### config.mk
export PLATFORM = sky130hd
export DESIGN_NAME = debug_mailbox_wb
export DESIGN_NICKNAME = d
export VERILOG_FILES = /design/src/rtl/debug_mailbox_pkg.sv /design/src/rtl/debug_mailbox_wb_sync_fifo.sv /design/src/rtl/debug_mailbox_wb.sv
export SDC_FILE = /design/constraint.sdc
export NUM_CORES = 1
export LEC_CHECK = 0
export CAP_MARGIN = 20
export CORE_AREA = 3 3 151 153
export CTS_CLUSTER_SIZE = 10
export DETAILED_ROUTE_END_ITERATION = 8
export DIE_AREA = 0 0 154 156
export GPL_ROUTABILITY_DRIVEN = 1
export HOLD_SLACK_MARGIN = 0.15
export PLACE_DENSITY = 0.77
export SYNTH_ARGS = -nofsm -noshare
export SYNTH_HDL_FRONTEND = slang
export SYNTH_HIERARCHICAL = 1
export SYNTH_SLANG_ARGS = --single-unit
### constraint.sdc
create_clock -name wb_clk_i -period 3.99 [get_ports wb_clk_i]
set_clock_uncertainty 0.2 [all_clocks]
set_input_delay 0.798 -clock wb_clk_i [delete_from_list [all_inputs] [get_ports wb_clk_i]]
set_output_delay 0.798 -clock wb_clk_i [all_outputs]
set_load 0.1 [all_outputs]
### src/rtl/debug_mailbox_pkg.sv
`default_nettype none
// ============================================================================
// Module   : debug_mailbox_pkg
// Purpose  : Shared constants and helpers for the debug mailbox Wishbone slave:
//            register word offsets, CON_STAT bit positions, default result
//            codes and a byte-lane merge helper.
// Ports    : none (package)
// Revision : 1.0 - initial release
// ============================================================================
package debug_mailbox_pkg;

  // Register word offsets (wb_adr_i[4:2])
  localparam logic [2:0] REG_RESULT   = 3'd0;
  localparam logic [2:0] REG_CONSOLE  = 3'd1;
  localparam logic [2:0] REG_CON_STAT = 3'd2;
  localparam logic [2:0] REG_CYCLES   = 3'd3;
  localparam logic [2:0] REG_WDT      = 3'd4;

  // CON_STAT layout: {overflow, 15'b0, count[15:0]}
  localparam int CON_STAT_OVF_BIT = 31;
  localparam int CON_STAT_CNT_MSB = 15;

  // Default result codes understood by the test harness
  localparam logic [31:0] DEFAULT_PASS_CODE = 32'd1;
  localparam logic [31:0] DEFAULT_FAIL_CODE = 32'd31;

  // Replace the bytes of old_val whose lane enable is set.
  function automatic logic [31:0] merge_bytes(input logic [31:0] old_val,
                                              input logic [31:0] new_val,
                                              input logic [3:0]  sel);
    logic [31:0] merged;
    merged = old_val;
    for (int i = 0; i < 4; i++) begin
      if (sel[i]) merged[8*i +: 8] = new_val[8*i +: 8];
    end
    return merged;
  endfunction

endpackage
`default_nettype wire

### src/rtl/debug_mailbox_wb_sync_fifo.sv
`default_nettype none
// ============================================================================
// Module   : sync_fifo
// Purpose  : Single-clock FIFO with registered storage (no fall-through).
//            A push while full is accepted only when a pop happens in the same
//            cycle; otherwise it is ignored and the caller flags overflow.
// Ports    : clk, rst        - clock, synchronous active-high reset
//            push, push_data - write request and data
//            pop             - read request (ignored when empty)
//            pop_data        - head entry (0 when empty)
//            full, empty     - occupancy flags
//            count           - entries held, 0..DEPTH
// Params   : WIDTH - entry width; DEPTH - entries, power of two >= 2
// Revision : 1.0 - initial release
// ============================================================================
module sync_fifo #(
  parameter int WIDTH = 8,
  parameter int DEPTH = 16
) (
  input  logic                       clk,
  input  logic                       rst,
  input  logic                       push,
  input  logic [WIDTH-1:0]           push_data,
  input  logic                       pop,
  output logic [WIDTH-1:0]           pop_data,
  output logic                       full,
  output logic                       empty,
  output logic [$clog2(DEPTH+1)-1:0] count
);

  localparam int AW = $clog2(DEPTH);
  localparam int CW = $clog2(DEPTH + 1);
  localparam logic [CW-1:0] FULL_CNT = CW'(DEPTH);

  logic [WIDTH-1:0] mem [DEPTH];
  logic [AW-1:0]    wr_ptr;
  logic [AW-1:0]    rd_ptr;
  logic             do_push;
  logic             do_pop;

  assign full  = (count == FULL_CNT);
  assign empty = (count == '0);

  // A pop frees a slot in the same cycle, so a full FIFO still takes a push.
  assign do_pop  = pop & ~empty;
  assign do_push = push & (~full | do_pop);

  // Gate the head so an empty FIFO presents 0 rather than stale storage.
  assign pop_data = empty ? '0 : mem[rd_ptr];

  always_ff @(posedge clk) begin
    if (do_push) mem[wr_ptr] <= push_data;
  end

  // Pointers wrap naturally because DEPTH is a power of two.
  always_ff @(posedge clk) begin
    if (rst) begin
      wr_ptr <= '0;
      rd_ptr <= '0;
      count  <= '0;
    end else begin
      if (do_push) wr_ptr <= wr_ptr + AW'(1);
      if (do_pop)  rd_ptr <= rd_ptr + AW'(1);
      case ({do_push, do_pop})
        2'b10:   count <= count + CW'(1);
        2'b01:   count <= count - CW'(1);
        default: count <= count;
      endcase
    end
  end

endmodule
`default_nettype wire

### src/rtl/debug_mailbox_wb.sv
`default_nettype none
// ============================================================================
// Module   : debug_mailbox_wb
// Purpose  : Wishbone B4 pipelined debug/test-status slave. Firmware writes a
//            result code, streams console bytes through a FIFO, reads a
//            free-running cycle counter and arms a watchdog.
// Ports    : wb_clk_i, wb_rst_i     - clock, synchronous active-high reset
//            wb_cyc_i .. wb_sel_i   - Wishbone slave request
//            wb_stall_o             - tied 0
//            wb_ack_o / wb_err_o    - response, one cycle after accept
//            wb_dat_o               - read data, valid with ack
//            con_data_o/valid_o     - console FIFO head
//            con_ready_i            - console consumer ready (pop)
//            done_o, pass_o, fail_o - test status
//            timeout_o              - watchdog expired (sticky)
// Map      : 0 RESULT, 1 CONSOLE, 2 CON_STAT, 3 CYCLES, 4 WDT; 5..7 -> err
// Options  : DEBUG_MAILBOX_SIM_EN - simulation-only messages and $finish
//            on completion, console echo via $write
// Revision : 1.0 - initial release
// ============================================================================
module debug_mailbox_wb
  import debug_mailbox_pkg::*;
#(
  parameter int          FIFO_DEPTH = 16,
  parameter logic [31:0] PASS_CODE  = DEFAULT_PASS_CODE,
  parameter logic [31:0] FAIL_CODE  = DEFAULT_FAIL_CODE,
  parameter int          WDT_W      = 32
) (
  input  logic        wb_clk_i,
  input  logic        wb_rst_i,
  input  logic        wb_cyc_i,
  input  logic        wb_stb_i,
  input  logic        wb_we_i,
  input  logic [31:0] wb_adr_i,
  input  logic [31:0] wb_dat_i,
  input  logic [3:0]  wb_sel_i,
  output logic        wb_stall_o,
  output logic        wb_ack_o,
  output logic        wb_err_o,
  output logic [31:0] wb_dat_o,
  output logic [7:0]  con_data_o,
  output logic        con_valid_o,
  input  logic        con_ready_i,
  output logic        done_o,
  output logic        pass_o,
  output logic        fail_o,
  output logic        timeout_o
);

  localparam int CNT_W = $clog2(FIFO_DEPTH + 1);

  // ---------------------------------------------------------------- decode
  logic       accept;
  logic [2:0] reg_off;
  logic       mapped;
  logic       wr_en;
  logic       rd_en;

  assign accept  = wb_cyc_i & wb_stb_i;
  assign reg_off = wb_adr_i[4:2];
  assign mapped  = (reg_off <= REG_WDT);
  assign wr_en   = accept &  wb_we_i & mapped;
  assign rd_en   = accept & ~wb_we_i & mapped;

  assign wb_stall_o = 1'b0;

  // Address bits outside the register select are don't-care.
  logic unused_adr_bits;
  assign unused_adr_bits = ^{wb_adr_i[31:5], wb_adr_i[1:0]};

  // ---------------------------------------------------------------- state
  logic [31:0]      result;
  logic             result_written;
  logic [31:0]      cycles;
  logic [WDT_W-1:0] wdt_cnt;
  logic             wdt_armed;
  logic             timeout;
  logic             overflow;

  // ---------------------------------------------------------------- console FIFO
  logic             con_push;
  logic             con_pop;
  logic             con_full;
  logic             con_empty;
  logic [CNT_W-1:0] con_count;

  assign con_push    = wr_en & (reg_off == REG_CONSOLE) & wb_sel_i[0];
  assign con_valid_o = ~con_empty;
  assign con_pop     = con_valid_o & con_ready_i;

  sync_fifo #(
    .WIDTH (8),
    .DEPTH (FIFO_DEPTH)
  ) u_con_fifo (
    .clk       (wb_clk_i),
    .rst       (wb_rst_i),
    .push      (con_push),
    .push_data (wb_dat_i[7:0]),
    .pop       (con_pop),
    .pop_data  (con_data_o),
    .full      (con_full),
    .empty     (con_empty),
    .count     (con_count)
  );

  // ---------------------------------------------------------------- read mux
  logic [15:0] con_count16;
  logic [31:0] wdt_rd;
  logic [31:0] rd_mux;

  always_comb begin
    con_count16 = '0;
    con_count16[CNT_W-1:0] = con_count;
  end

  always_comb begin
    wdt_rd = '0;
    wdt_rd[WDT_W-1:0] = wdt_cnt;
  end

  always_comb begin
    rd_mux = '0;
    case (reg_off)
      REG_RESULT: rd_mux = result;
      REG_CON_STAT: begin
        rd_mux[CON_STAT_OVF_BIT]   = overflow;
        rd_mux[CON_STAT_CNT_MSB:0] = con_count16;
      end
      REG_CYCLES: rd_mux = cycles;
      REG_WDT:    rd_mux = wdt_rd;
      default:    rd_mux = '0;
    endcase
  end

  // ---------------------------------------------------------------- bus response
  // Reset has priority, so an access accepted in the reset cycle never answers.
  always_ff @(posedge wb_clk_i) begin
    if (wb_rst_i) begin
      wb_ack_o <= 1'b0;
      wb_err_o <= 1'b0;
      wb_dat_o <= '0;
    end else begin
      wb_ack_o <= accept &  mapped;
      wb_err_o <= accept & ~mapped;
      wb_dat_o <= rd_en ? rd_mux : 32'd0;
    end
  end

  // ---------------------------------------------------------------- registers
  always_ff @(posedge wb_clk_i) begin
    if (wb_rst_i) begin
      result         <= '0;
      result_written <= 1'b0;
      cycles         <= '0;
      overflow       <= 1'b0;
    end else begin
      cycles <= cycles + 32'd1;

      if (wr_en && (reg_off == REG_RESULT)) begin
        result         <= merge_bytes(result, wb_dat_i, wb_sel_i);
        result_written <= 1'b1;
      end

      // A push into a full FIFO is only lost if nothing leaves this cycle.
      if (con_push && con_full && !con_pop) begin
        overflow <= 1'b1;
      end else if (wr_en && (reg_off == REG_CON_STAT) && wb_sel_i[3] &&
                   wb_dat_i[CON_STAT_OVF_BIT]) begin
        overflow <= 1'b0;
      end
    end
  end

  // Watchdog: a bus load overrides the running decrement in the same cycle.
  always_ff @(posedge wb_clk_i) begin
    if (wb_rst_i) begin
      wdt_cnt   <= '0;
      wdt_armed <= 1'b0;
      timeout   <= 1'b0;
    end else if (wr_en && (reg_off == REG_WDT)) begin
      wdt_cnt   <= wb_dat_i[WDT_W-1:0];
      wdt_armed <= |wb_dat_i[WDT_W-1:0];
    end else if (wdt_armed) begin
      wdt_cnt <= wdt_cnt - WDT_W'(1);
      if (wdt_cnt == WDT_W'(1)) begin
        wdt_armed <= 1'b0;
        timeout   <= 1'b1;
      end
    end
  end

  // ---------------------------------------------------------------- status
  // result_written gates the decode so a cleared result never reads as a code.
  assign timeout_o = timeout;
  assign done_o    = result_written | timeout;
  assign pass_o    = result_written & (result == PASS_CODE);
  assign fail_o    = (result_written & (result == FAIL_CODE)) | timeout;

`ifdef DEBUG_MAILBOX_SIM_EN
  logic done_q;

  always_ff @(posedge wb_clk_i) begin
    if (wb_rst_i) begin
      done_q <= 1'b0;
    end else begin
      done_q <= done_o;
      if (con_pop) $write("%c", con_data_o);
      if (done_o && !done_q) begin
        if (timeout)                  $display("Timeout!");
        else if (result == PASS_CODE) $display("Success!");
        else if (result == FAIL_CODE) $display("Failure!");
        else                          $display("Non-determined data: %0d", result);
        $finish;
      end
    end
  end
`endif

endmodule
`default_nettype wire

==> results of run 1 <==
==> layout make-up <==
cell class / count / area [um2]
fillers: 1575 / 7250
flip-flops and latches: 279 / 6870
multi-input cells: 721 / 5000
repair buffers: 131 / 1300
clock buffers: 47 / 836
well taps: 280 / 350
inverters: 20 / 75.1
clock inverters: 1 / 8.76
==> worst paths after layout <==
check                                    startpoint             endpoint  slack, ps  cells after the start
worst max-delay path                           flop        con_data_o[3]        130                      6
worst min-delay path                     result[12]           result[12]        270                      2
worst max register to register  u_con_fifo/count[0]  u_con_fifo/count[4]        710                     10
worst min register to register           result[12]           result[12]        270                      2
==> worst min-delay path, delay by kind of cell, from the launching register on <==
family | cells | cell delay [ps]
flip-flops | 1 | 310
AND/OR/NAND/NOR | 1 | 50
AO/OA/AOI/OAI | 1 | 50
==> flip-flops by register name, summed over array words and instances, names as in the netlist, named ones only <==
| name | cells |
|---|---|
| u_con_fifo/mem | 128 |
| cycles | 32 |
| result | 32 |
| wb_dat_o | 32 |
| wdt_cnt | 32 |
| u_con_fifo/count | 5 |
| u_con_fifo/rd_ptr | 4 |
| u_con_fifo/wr_ptr | 4 |
| overflow | 1 |
| result_written | 1 |
| timeout_o | 1 |
| wb_ack_o | 1 |
| wb_err_o | 1 |
| wdt_armed | 1 |
==> kinds of logic (layout without fill, tap and decap cells) <==
kind of cell             count (synthesis)  in the layout
multiplexers                            50             50
other                                    1              1
flip-flops                             279            279
XOR/XNOR                                58             58
AO/OA/AOI/OAI                          186            186
adder cells (fa/ha/maj)                 12             12
AND/OR/NAND/NOR                        414            414
buffers and inverters                   86            199
==> what timing repair did <==
action,4_1_cts,5_1_grt
hold buffers,0,0
buffers inserted,0,0
resized for setup,0,1
setup endpoints to repair,0,1
==> placed cells by master (no fill, tap or decap), types with 16 or more instances in the layout <==
master and count:
sky130_fd_sc_hd__a22oi_1 32, sky130_fd_sc_hd__nor2b_1 16, sky130_fd_sc_hd__xnor2_1 25, sky130_fd_sc_hd__nor3_1 16, sky130_fd_sc_hd__clkdlybuf4s50_1 78, sky130_fd_sc_hd__nor2_1 150, sky130_fd_sc_hd__inv_1 19, sky130_fd_sc_hd__edfxtp_1 128
sky130_fd_sc_hd__buf_4 42, sky130_fd_sc_hd__clkbuf_1 16, sky130_fd_sc_hd__dfxtp_1 151, sky130_fd_sc_hd__xor2_1 33, sky130_fd_sc_hd__nand2_1 55, sky130_fd_sc_hd__a211oi_1 28, sky130_fd_sc_hd__clkbuf_16 31, sky130_fd_sc_hd__nand3_1 60
sky130_fd_sc_hd__mux4_2 32, sky130_fd_sc_hd__a21oi_1 63, sky130_fd_sc_hd__nor4_1 27
==> per-stage QoR <==
stage	utilization	setup slack (ps)	power, mW	area (um2)	std cells
after floorplan	-	307	3.55	12200	1086
after global placement	0.626	438	3.83	13600	1431
after detailed placement	0.626	312	3.84	13600	1431
after CTS	0.665	140	6.29	14400	1479
after global routing	0.666	53.4	6.44	14400	1479
final	0.666	129	6.27	14400	1479
==> report_power, final <==
group | total, mW | leakage, nW | switching [mW] | internal, mW
combinational | 0.748 | 2.01 | 0.503 | 0.245
clock | 2.47 | 0.405 | 1.05 | 1.42
sequential | 3.05 | 2.37 | 0.0392 | 3.01
==> per-layer routing <==
metal,wire [um],GRT usage,vias to the layer above
met1,13000,0.373,4487
met2,15000,0.420,491
met4,797,0.0753,0
met5,0,0,-
li1,-,-,4209
met3,3110,0.0430,65
==> run_results.csv, run 1 <==
group,metric,value,unit
cts,clock_tree.htree_level_count,1,
final_layout,flow.area_growth_from_synthesis,18.8,%
worst_setup_path,worstPathCellList,"buf_4, mux4_2, nor2b_1, a211oi_1, a211oi_2, buf_12",
floorplan,top_level_ports,122,
placed_design,dp_hpwl,21300,um
synthesis,post_synth.cell_area_avg,11.2,um2
routing,route.antenna.remaining_nets,0,
final_layout,diodes,0,
routing,post_drt_wl_per_cell,21.6,um
global_route,grt-ovfl-total,0,
power,power.density_cell_area,434,nW/um2
placed_design,io_buffer_count,91,
floorplan,coreArea,21700,um2
sta,setup_viol,0,
worst_setup_path,crit_buf_inv,2,
floorplan,num_rows,54,
sta,timing.setup.tns,0,ps
synthesis,compound_cell_area_share_of_the_yosys_netlist,0.102,
sta,rsz0062_at_grt,"false",
synthesis,post_synth_inst_count,1086,
final_layout,layout-drive-gt1-share,0.133,
sta,final.hold.worst_slack,268,ps
global_route,antenna_violations_before_repair,0,
worst_setup_path,crit_path_end_kind,"output port",
global_route,grt_max_degree,48,
routing,drc_errors,0,
synthesis,synth.mux.area_fraction,0.0747,
synthesis,yosys.area.top_type,"sky130_fd_sc_hd__edfxtp_1",
synthesis,yosys-top-cells-count,"151 x sky130_fd_sc_hd__dfxtp_1, 151 x sky130_fd_sc_hd__nor2_1, 128 x sky130_fd_sc_hd__edfxtp_1",
synthesis,synth-main-ff-cell,"sky130_fd_sc_hd__dfxtp_1",
sta,max_slew.worst_pin.slew,1100,ps
sta,layout_worst_path_cycle_share,0.968,
floorplan,start_util,0.560,
global_route,globalRouteTotalUtil,0.262,
routing,vias_per_cell,6.26,
synthesis,post_synth_num_cell_types,70,
sta,max-slew-margin-rel,0.261,
global_route,wire_length_of_the_first_global_routing_pass,49900,um
synthesis,yosysTopAreaCellShare,0.316,
routing,drtIter0Drc,922,
sta,hold_viol,0,
run,maxCapViolations,0,
power,leakage,4.79,nW
cts,path_clk_slew,60,ps
synthesis,mappedNetlistArea,12200,um2
cts,cts_tree,"built",
placed_design,gp_congestion,0.930,
global_route,first_global_vias,8982,
synthesis,yosysWarningCount,6,
synthesis,synth_nets,1172,
final_layout,design.final.nets,1270,
sta,max_freq,0.259,GHz
cts,insertion_delay,550,ps
worst_setup_path,worst_ep_required_time,2990,ps
power,ir_drop,0.281,mV
synthesis,synth_top_family_by_area,"simple AND/OR/NAND/NOR gates",
sta,finalWorstPathRequiredPeriod,3860,ps
worst_setup_path,timing.critical_path.max_delay_family,"flip-flops",
synthesis,synth_simple_gate_area_share,0.174,
worst_setup_path,critical-path-slowest-cell,"sky130_fd_sc_hd__dfxtp_1",
synthesis,synth-adder-area-share,0.0130,
synthesis,netlist_top_cells_area,"sky130_fd_sc_hd__edfxtp_1 32%, sky130_fd_sc_hd__dfxtp_1 25%, sky130_fd_sc_hd__mux4_2 5.9%",
synthesis,number_of_flops_mapped_to_enable_cells_by_yosys,128,
worst_setup_path,critPathKind,"reg -> out",
routing,routed-via-count,9252,
synthesis,yosys.area_share.xor_xnor,0.0418,
worst_setup_path,crit_arrival,2860,ps
synthesis,ffs_latches_synth,279,
worst_setup_path,cp_slowest_stage_delay,800,ps
floorplan,die_y,156,um
sta,final-max-slew-violation-count,0,
cts,clock_tree.root_cell,"sky130_fd_sc_hd__clkbuf_16",
worst_setup_path,worstSetupStartpointType,"flop",
min_path,timing.hold.worst.class,"reg -> reg",
floorplan,die-area,24000,um2
routing,routed_wl,31900,um
routing,drt-pass1-iter-count,5,
synthesis,seq_area_frac_synth,0.565,
cts,cts.sink_count,279,
worst_setup_path,critical_path_peak_fanout,12,
synthesis,postSynth.asyncResetShare,0,
cts,numCtsBuffers,31,
status,status,"complete, no violations",
cts,ctsLongestPathBuffers,3,
floorplan,die_x,154,um
No activity file was read; power rests on OpenSTA's default activity.
==> run 2, diff against run 1 <==
- RECOVER_POWER: default -> 50
==> run 2 against run 1 <==
  * The flow now finishes with violations (max-capacitance violations, max-slew violations)
  * Sequential cell count stayed put
  * Hold slack better by 0.82 ps
  * Largest power group unchanged
  * First-iteration DRC count shrank 0.54%
  * Clock-buffer cell count unchanged
  * Sequential share of layout area is 0.30 points higher
  * Critical path depth is the same
  * Non-clock buffer count is the same
  * Critical path type unchanged
  * Critical endpoint unchanged
  * Register-to-register slack worse by 200 ps
  * Sequential power about the same
  * Largest cell class unchanged
  * Highest routed layer unchanged
==> run_results.csv, run 2 (same netlist as run 1, synthesis figures left out) <==
group,metric,value,unit
status,violations,"max-capacitance violations, max-slew violations",
final_layout,mostFrequentLayoutCells,"151 x sky130_fd_sc_hd__nor2_1, 151 x sky130_fd_sc_hd__dfxtp_1, 128 x sky130_fd_sc_hd__edfxtp_1",
worst_setup_path,critPathKind,"reg -> out",
routing,drtIter0Drc,917,
routing,routed_wl,31900,um
sta,max_slew.worst_pin.slew,2150,ps
power,p_seq_frac,0.488,
floorplan,num_rows,54,
global_route,grt_max_degree,48,
worst_setup_path,ff2ff_setup_slack,510,ps
worst_setup_path,critical_path_peak_fanout,12,
status,status,"finished, violations left",
cts,cts.sink_count,279,
min_path,timing.hold.worst_path_depth,2,
min_path,timing.hold.worst.class,"reg -> reg",
worst_setup_path,crit_buf_inv,2,
floorplan,die_x,154,um
sta,timing.setup.tns,0,ps
final_layout,layout-drive-gt1-share,0.116,
floorplan,start_util,0.560,
global_route,grt-ovfl-total,0,
worst_setup_path,worstSetupStartpointType,"flop",
power,cellInternalPower,4.66,mW
final_layout,flow.area_growth_from_synthesis,18.0,%
placed_design,gp_congestion,0.930,
global_route,first_global_vias,8982,
global_route,antenna_violations_before_repair,0,
global_route,global_route.usage.met3,0.0430,
power,netSwitchingPower,1.59,mW
cts,cts_tree,"built",
worst_setup_path,timing.critical_path.max_delay_family,"flip-flops",
global_route,met2_track_utilization_from_global_routing,0.420,
power,total_power,6.25,mW
routing,routed-via-count,9239,
sta,max_freq,0.259,GHz
final_layout,largest_register_ffs,128,
worst_setup_path,critical-path-slowest-cell,"sky130_fd_sc_hd__dfxtp_1",
power,p_comb_frac,0.117,
worst_setup_path,cp_slowest_stage_delay,810,ps
final_layout,diodes,0,
routing,drt-pass1-iter-count,5,
sta,rsz0062_at_grt,"false",
worst_setup_path,crit_arrival,2870,ps
worst_setup_path,worstPathCellList,"buf_4, mux4_2, nor2b_1, a211oi_1, a211oi_2, buf_12",
run,maxCapViolations,4,
sta,max-slew-margin-rel,-0.431,
placed_design,io_buffer_count,91,
global_route,wire_length_of_the_first_global_routing_pass,49900,um
floorplan,die_y,156,um
floorplan,die-area,24000,um2
floorplan,top_level_ports,122,
worst_setup_path,worst_r2r_endpoint,"u_con_fifo/count[4]",
cts,insertion_delay,550,ps
min_path,worstHoldEndpoint,"result[12]",
worst_setup_path,rr_startpoint,"u_con_fifo/count[0]",
cts,hold_buffers,0,
sta,finalWorstPathRequiredPeriod,3870,ps
routing,route.antenna.remaining_nets,0,
placed_design,dp_hpwl,21300,um
power,power.density_cell_area,435,nW/um2
global_route,grt-busiest-layer,"met2",
worst_setup_path,worst_ep_required_time,2990,ps
cts,ctsLongestPathBuffers,3,
global_route,grtUsageMet1,0.373,
worst_setup_path,depth_of_the_most_critical_reg_to_reg_path,10,
power,leakage,4.73,nW
cts,path_clk_slew,60,ps
sta,hold_viol,0,
routing,drc_errors,0,
power,power.share.clock,0.395,
worst_setup_path,crit_path_end_kind,"output port",
final_layout,top_register,"u_con_fifo/mem",
cts,numCtsBuffers,31,
power,switching_share,0.254,
routing,vias_per_cell,6.25,
final_layout,design.final.nets,1270,
global_route,globalRouteTotalUtil,0.262,
cts,clock_tree.htree_level_count,1,
floorplan,coreArea,21700,um2
routing,post_drt_wl_per_cell,21.6,um
sta,layout_worst_path_cycle_share,0.969,
min_path,hold_path_start,"result[12]",
sta,setup_viol,0,
cts,clock_tree.root_cell,"sky130_fd_sc_hd__clkbuf_16",
power,ir_drop,0.281,mV
sta,final-max-slew-violation-count,131,
-- run 2: changes by cell type in the layout (fill, tap and decap cells not counted), sizes merged --
| cell | change |
|---|---|
| clkbuf | +16 |
| clkdlybuf4s50 | -9 |
| buf | -16 |
| dlygate4sd3 | +9 |
-- run 2: metal layers --
metal / share of wire / routed length (um) / vias to the layer above
li1: - / - / 4212
met2: 0.47 / 14900 / 460
met3: 0.088 / 2810 / 74
met1: 0.42 / 13300 / 4493
met4: 0.027 / 850 / 0
met5: 0 / 0 / -
-- run 2: worst max path at each step --
stage | slack (ps) | to | start | depth (start not counted)
final | 120 | con_data_o[3] | flop | 6
after global routing | 50 | con_data_o[3] | flop | 6
after CTS | 140 | con_data_o[3] | flop | 6
after detailed placement | 310 | u_con_fifo/count[4] | wb_sel_i[0] | 10
after global placement | 440 | u_con_fifo/count[4] | wb_sel_i[0] | 11
after floorplan | 310 | u_con_fifo/count[4] | u_con_fifo/count[3] | 12
-- run 2: through the flow --
step	std cells	setup WS, ps	cell area, um2	utilization	hold WS (ps)
floorplan	1086	307	12200	-	239
global placement	1431	438	13600	0.626	255
detailed placement	1431	312	13600	0.626	260
CTS	1479	140	14400	0.665	268
global route	1479	53.4	14300	0.661	304
finish	1479	124	14300	0.661	269
-- run 2: layout make-up --
| class | count | area [um2] |
|---|---|---|
| fill | 1589 | 7340 |
| sequential | 279 | 6870 |
| multi-input combinational | 721 | 4960 |
| timing repair buffer | 131 | 1240 |
| clock buffer | 47 | 836 |
| tap | 280 | 350 |
| inverter | 20 | 75.1 |
| clock inverter | 1 | 8.76 |
-- run 2: power groups by stage --
stage | combinational, mW | clock, mW | sequential (mW)
after floorplan | 0.458 | 0 | 3.09
after global placement | 0.728 | 0 | 3.10
after detailed placement | 0.737 | 0 | 3.11
after CTS | 0.743 | 2.50 | 3.05
after global routing | 0.767 | 2.61 | 3.05
final | 0.732 | 2.47 | 3.05
-- run 2: worst register-to-register path, cell delays in order, from the launching register on --
cell,delay (ps)
sky130_fd_sc_hd__dfxtp_1,370
sky130_fd_sc_hd__or4_1,760
sky130_fd_sc_hd__nor2_1,240
sky130_fd_sc_hd__nor2b_1,100
sky130_fd_sc_hd__nor2b_1,150
sky130_fd_sc_hd__o21ai_2,90
sky130_fd_sc_hd__inv_2,120
sky130_fd_sc_hd__ha_1,340
sky130_fd_sc_hd__o2bb2ai_1,300
sky130_fd_sc_hd__a2111oi_0,130
sky130_fd_sc_hd__or4_1,550
-- run 2: what timing repair did --
action	CTS	global route
setup buffers	0	0
endpoints found under the setup margin	0	1
gates resized for setup	0	1
==> run 3, diff against run 2 <==
- PLACE_DENSITY: 0.77 -> 0.82
==> run 3 against run 2 <==
  * The run still ends with max-capacitance violations, max-slew violations left
  * First-iteration DRC count grew 37%
  * Final cell count up 0.61%
  * Register-to-register slack better by 50 ps
  * Final area is 1.0% higher
  * Largest cell class unchanged
  * Clock power grew 13%
  * Highest routed layer is now met5
  * Core utilization is 0.66 points higher
==> run_results.csv, run 3 (same netlist as run 1, synthesis figures left out) <==
group,metric,value,unit
worst_setup_path,critPathKind,"reg -> out",
floorplan,top_level_ports,122,
sta,setup_viol,0,
cts,cts.sink_count,279,
placed_design,gp_congestion,0.880,
cts,cts_tree,"built",
placed_design,post-place-cells,1433,
global_route,first_global_vias,9313,
final_layout,layout-drive-gt1-share,0.123,
worst_setup_path,cp_slowest_stage_delay,550,ps
routing,routed-via-count,9571,
placed_design,placement.setup.worst_slack,305,ps
sta,hold_viol,0,
worst_setup_path,crit_arrival,2880,ps
worst_setup_path,critical-path-slowest-cell,"sky130_fd_sc_hd__nor4b_1",
min_path,timing.hold.worst_path_depth,1,
power,p_comb_frac,0.112,
cts,clock_tree.root_cell,"sky130_fd_sc_hd__clkbuf_16",
worst_setup_path,worst_r2r_endpoint,"u_con_fifo/count[4]",
sta,max-slew-margin-rel,-0.200,
routing,post_drt_wl_per_cell,22.0,um
power,leakage,4.80,nW
power,power.share.clock,0.424,
routing,drtIter0Drc,1255,
final_layout,top_register,"u_con_fifo/mem",
cts,postCtsSetupRepairBufs,0,
floorplan,die-area,24000,um2
worst_setup_path,worstSetupStartpointType,"flop",
final_layout,mostFrequentLayoutCells,"150 x sky130_fd_sc_hd__nor2_1, 150 x sky130_fd_sc_hd__dfxtp_1, 128 x sky130_fd_sc_hd__edfxtp_1",
final_layout,largest_register_ffs,128,
floorplan,coreArea,21700,um2
power,ir_drop,0.315,mV
global_route,antenna_violations_before_repair,1,
sta,final-max-slew-violation-count,77,
power,netSwitchingPower,1.66,mW
global_route,grt_max_degree,46,
cts,ctsLongestPathBuffers,3,
min_path,timing.hold.worst.class,"reg -> reg",
worst_setup_path,worst_ep_required_time,2990,ps
floorplan,die_y,156,um
placed_design,io_buffer_count,91,
placed_design,dp_hpwl,21400,um
run,maxCapViolations,3,
worst_setup_path,depth_of_the_most_critical_reg_to_reg_path,11,
final_layout,diodes,0,
sta,finalWorstPathRequiredPeriod,3880,ps
worst_setup_path,crit_path_end_kind,"output port",
sta,post-route-worst-setup-slack,114,ps
routing,route.antenna.remaining_nets,0,
power,power.density_cell_area,453,nW/um2
global_route,globalRouteTotalUtil,0.268,
worst_setup_path,ff2ff_setup_slack,560,ps
cts,clock_tree.htree_level_count,2,
routing,vias_per_cell,6.43,
cts,post_cts_resized,0,
routing,drt-pass1-iter-count,5,
status,violations,"max-capacitance violations, max-slew violations",
sta,max_freq,0.258,GHz
sta,timing.setup.tns,0,ps
final_layout,design.final.nets,1275,
final_layout,final.fill_count,1537,
global_route,wire_length_of_the_first_global_routing_pass,51000,um
global_route,grt-ovfl-total,0,
routing,routed_wl,32800,um
floorplan,start_util,0.560,
final_layout,layout.cells.non_filler,1488,
cts,insertion_delay,510,ps
cts,hold_buffers,0,
final_layout,flow.area_growth_from_synthesis,19.2,%
sta,layout_worst_path_cycle_share,0.971,
sta,rsz0062_at_grt,"false",
cts,path_clk_slew,50,ps
power,switching_share,0.253,
worst_setup_path,worstPathCellList,"or4_1, nor4b_1, nand4_1, nor2_1, buf_4",
min_path,worstHoldEndpoint,"cycles[0]",
power,p_seq_frac,0.464,
sta,final.hold.worst_slack,277,ps
power,cellInternalPower,4.90,mW
status,status,"finished, violations left",
sta,max_slew.worst_pin.slew,1800,ps
cts,numCtsBuffers,34,
floorplan,num_rows,54,
floorplan,die_x,154,um
worst_setup_path,critical_path_peak_fanout,3,
routing,drc_errors,0,
worst_setup_path,rr_startpoint,"u_con_fifo/count[3]",
min_path,hold_path_start,"cycles[0]",
## run 3: cell count changes in the layout (fill, tap and decap cells not counted), moves of 2 or more
| cell | before | now |
|---|---|---|
| sky130_fd_sc_hd__buf_12 | 10 | 8 |
| sky130_fd_sc_hd__buf_4 | 26 | 30 |
| sky130_fd_sc_hd__clkbuf_1 | 31 | 29 |
| sky130_fd_sc_hd__clkbuf_16 | 31 | 34 |
| sky130_fd_sc_hd__o21ai_1 | 4 | 2 |
## run 3: critical path: cells and delay by family, from the launching register on
family	cells	cell delay [ps]
AND/OR/NAND/NOR	4	1650
flip-flops	1	350
buffers and inverters	1	350
## run 3: final cells by class
type / instances / area (um2) / area share
Multi-Input combinational cell: 721 / 4960 / 0.343
Timing Repair Buffer: 133 / 1240 / 0.0855
Tap cell: 280 / 350 / 0.0242
Sequential cell: 279 / 6870 / 0.474
Inverter: 20 / 75.1 / 0.00518
Clock buffer: 50 / 921 / 0.0636
Clock inverter: 5 / 67.6 / 0.00466
## run 3: power groups by stage
| stage | Sequential (mW) | Combinational, mW | Clock, mW |
|---|---|---|---|
| global route | 3.05 | 0.767 | 2.93 |
| floorplan | 3.09 | 0.458 | 0 |
| CTS | 3.05 | 0.740 | 2.80 |
| global placement | 3.10 | 0.724 | 0 |
| finish | 3.05 | 0.737 | 2.78 |
| detailed placement | 3.11 | 0.732 | 0 |
## run 3: how the worst max path moves through the flow
| stage | start | end | slack (ps) |
|---|---|---|---|
| after CTS | flop | con_data_o[0] | 110 |
| after global placement | wb_sel_i[0] | u_con_fifo/count[4] | 360 |
| after detailed placement | wb_sel_i[0] | u_con_fifo/count[4] | 310 |
| final | result[15] | pass_o | 110 |
| after floorplan | u_con_fifo/count[3] | u_con_fifo/count[4] | 310 |
| after global routing | result[15] | pass_o | 80 |
## run 3: per-stage QoR
stage                     instance area [um2]  power, mW   util
final                                   14500       6.57  0.668
after global routing                    14500       6.75  0.668
after CTS                               14600       6.59  0.672
after detailed placement                13600       3.84  0.627
after global placement                  13600       3.83  0.627
after floorplan                         12200       3.55      -
## run 3: layer usage
layer,part of all wire,up-vias,global-route usage
met1,0.38,4575,0.356
met5,0.00040,-,0
met3,0.11,118,0.0660
li1,-,4223,-
met2,0.48,653,0.434
met4,0.031,2,0.0963
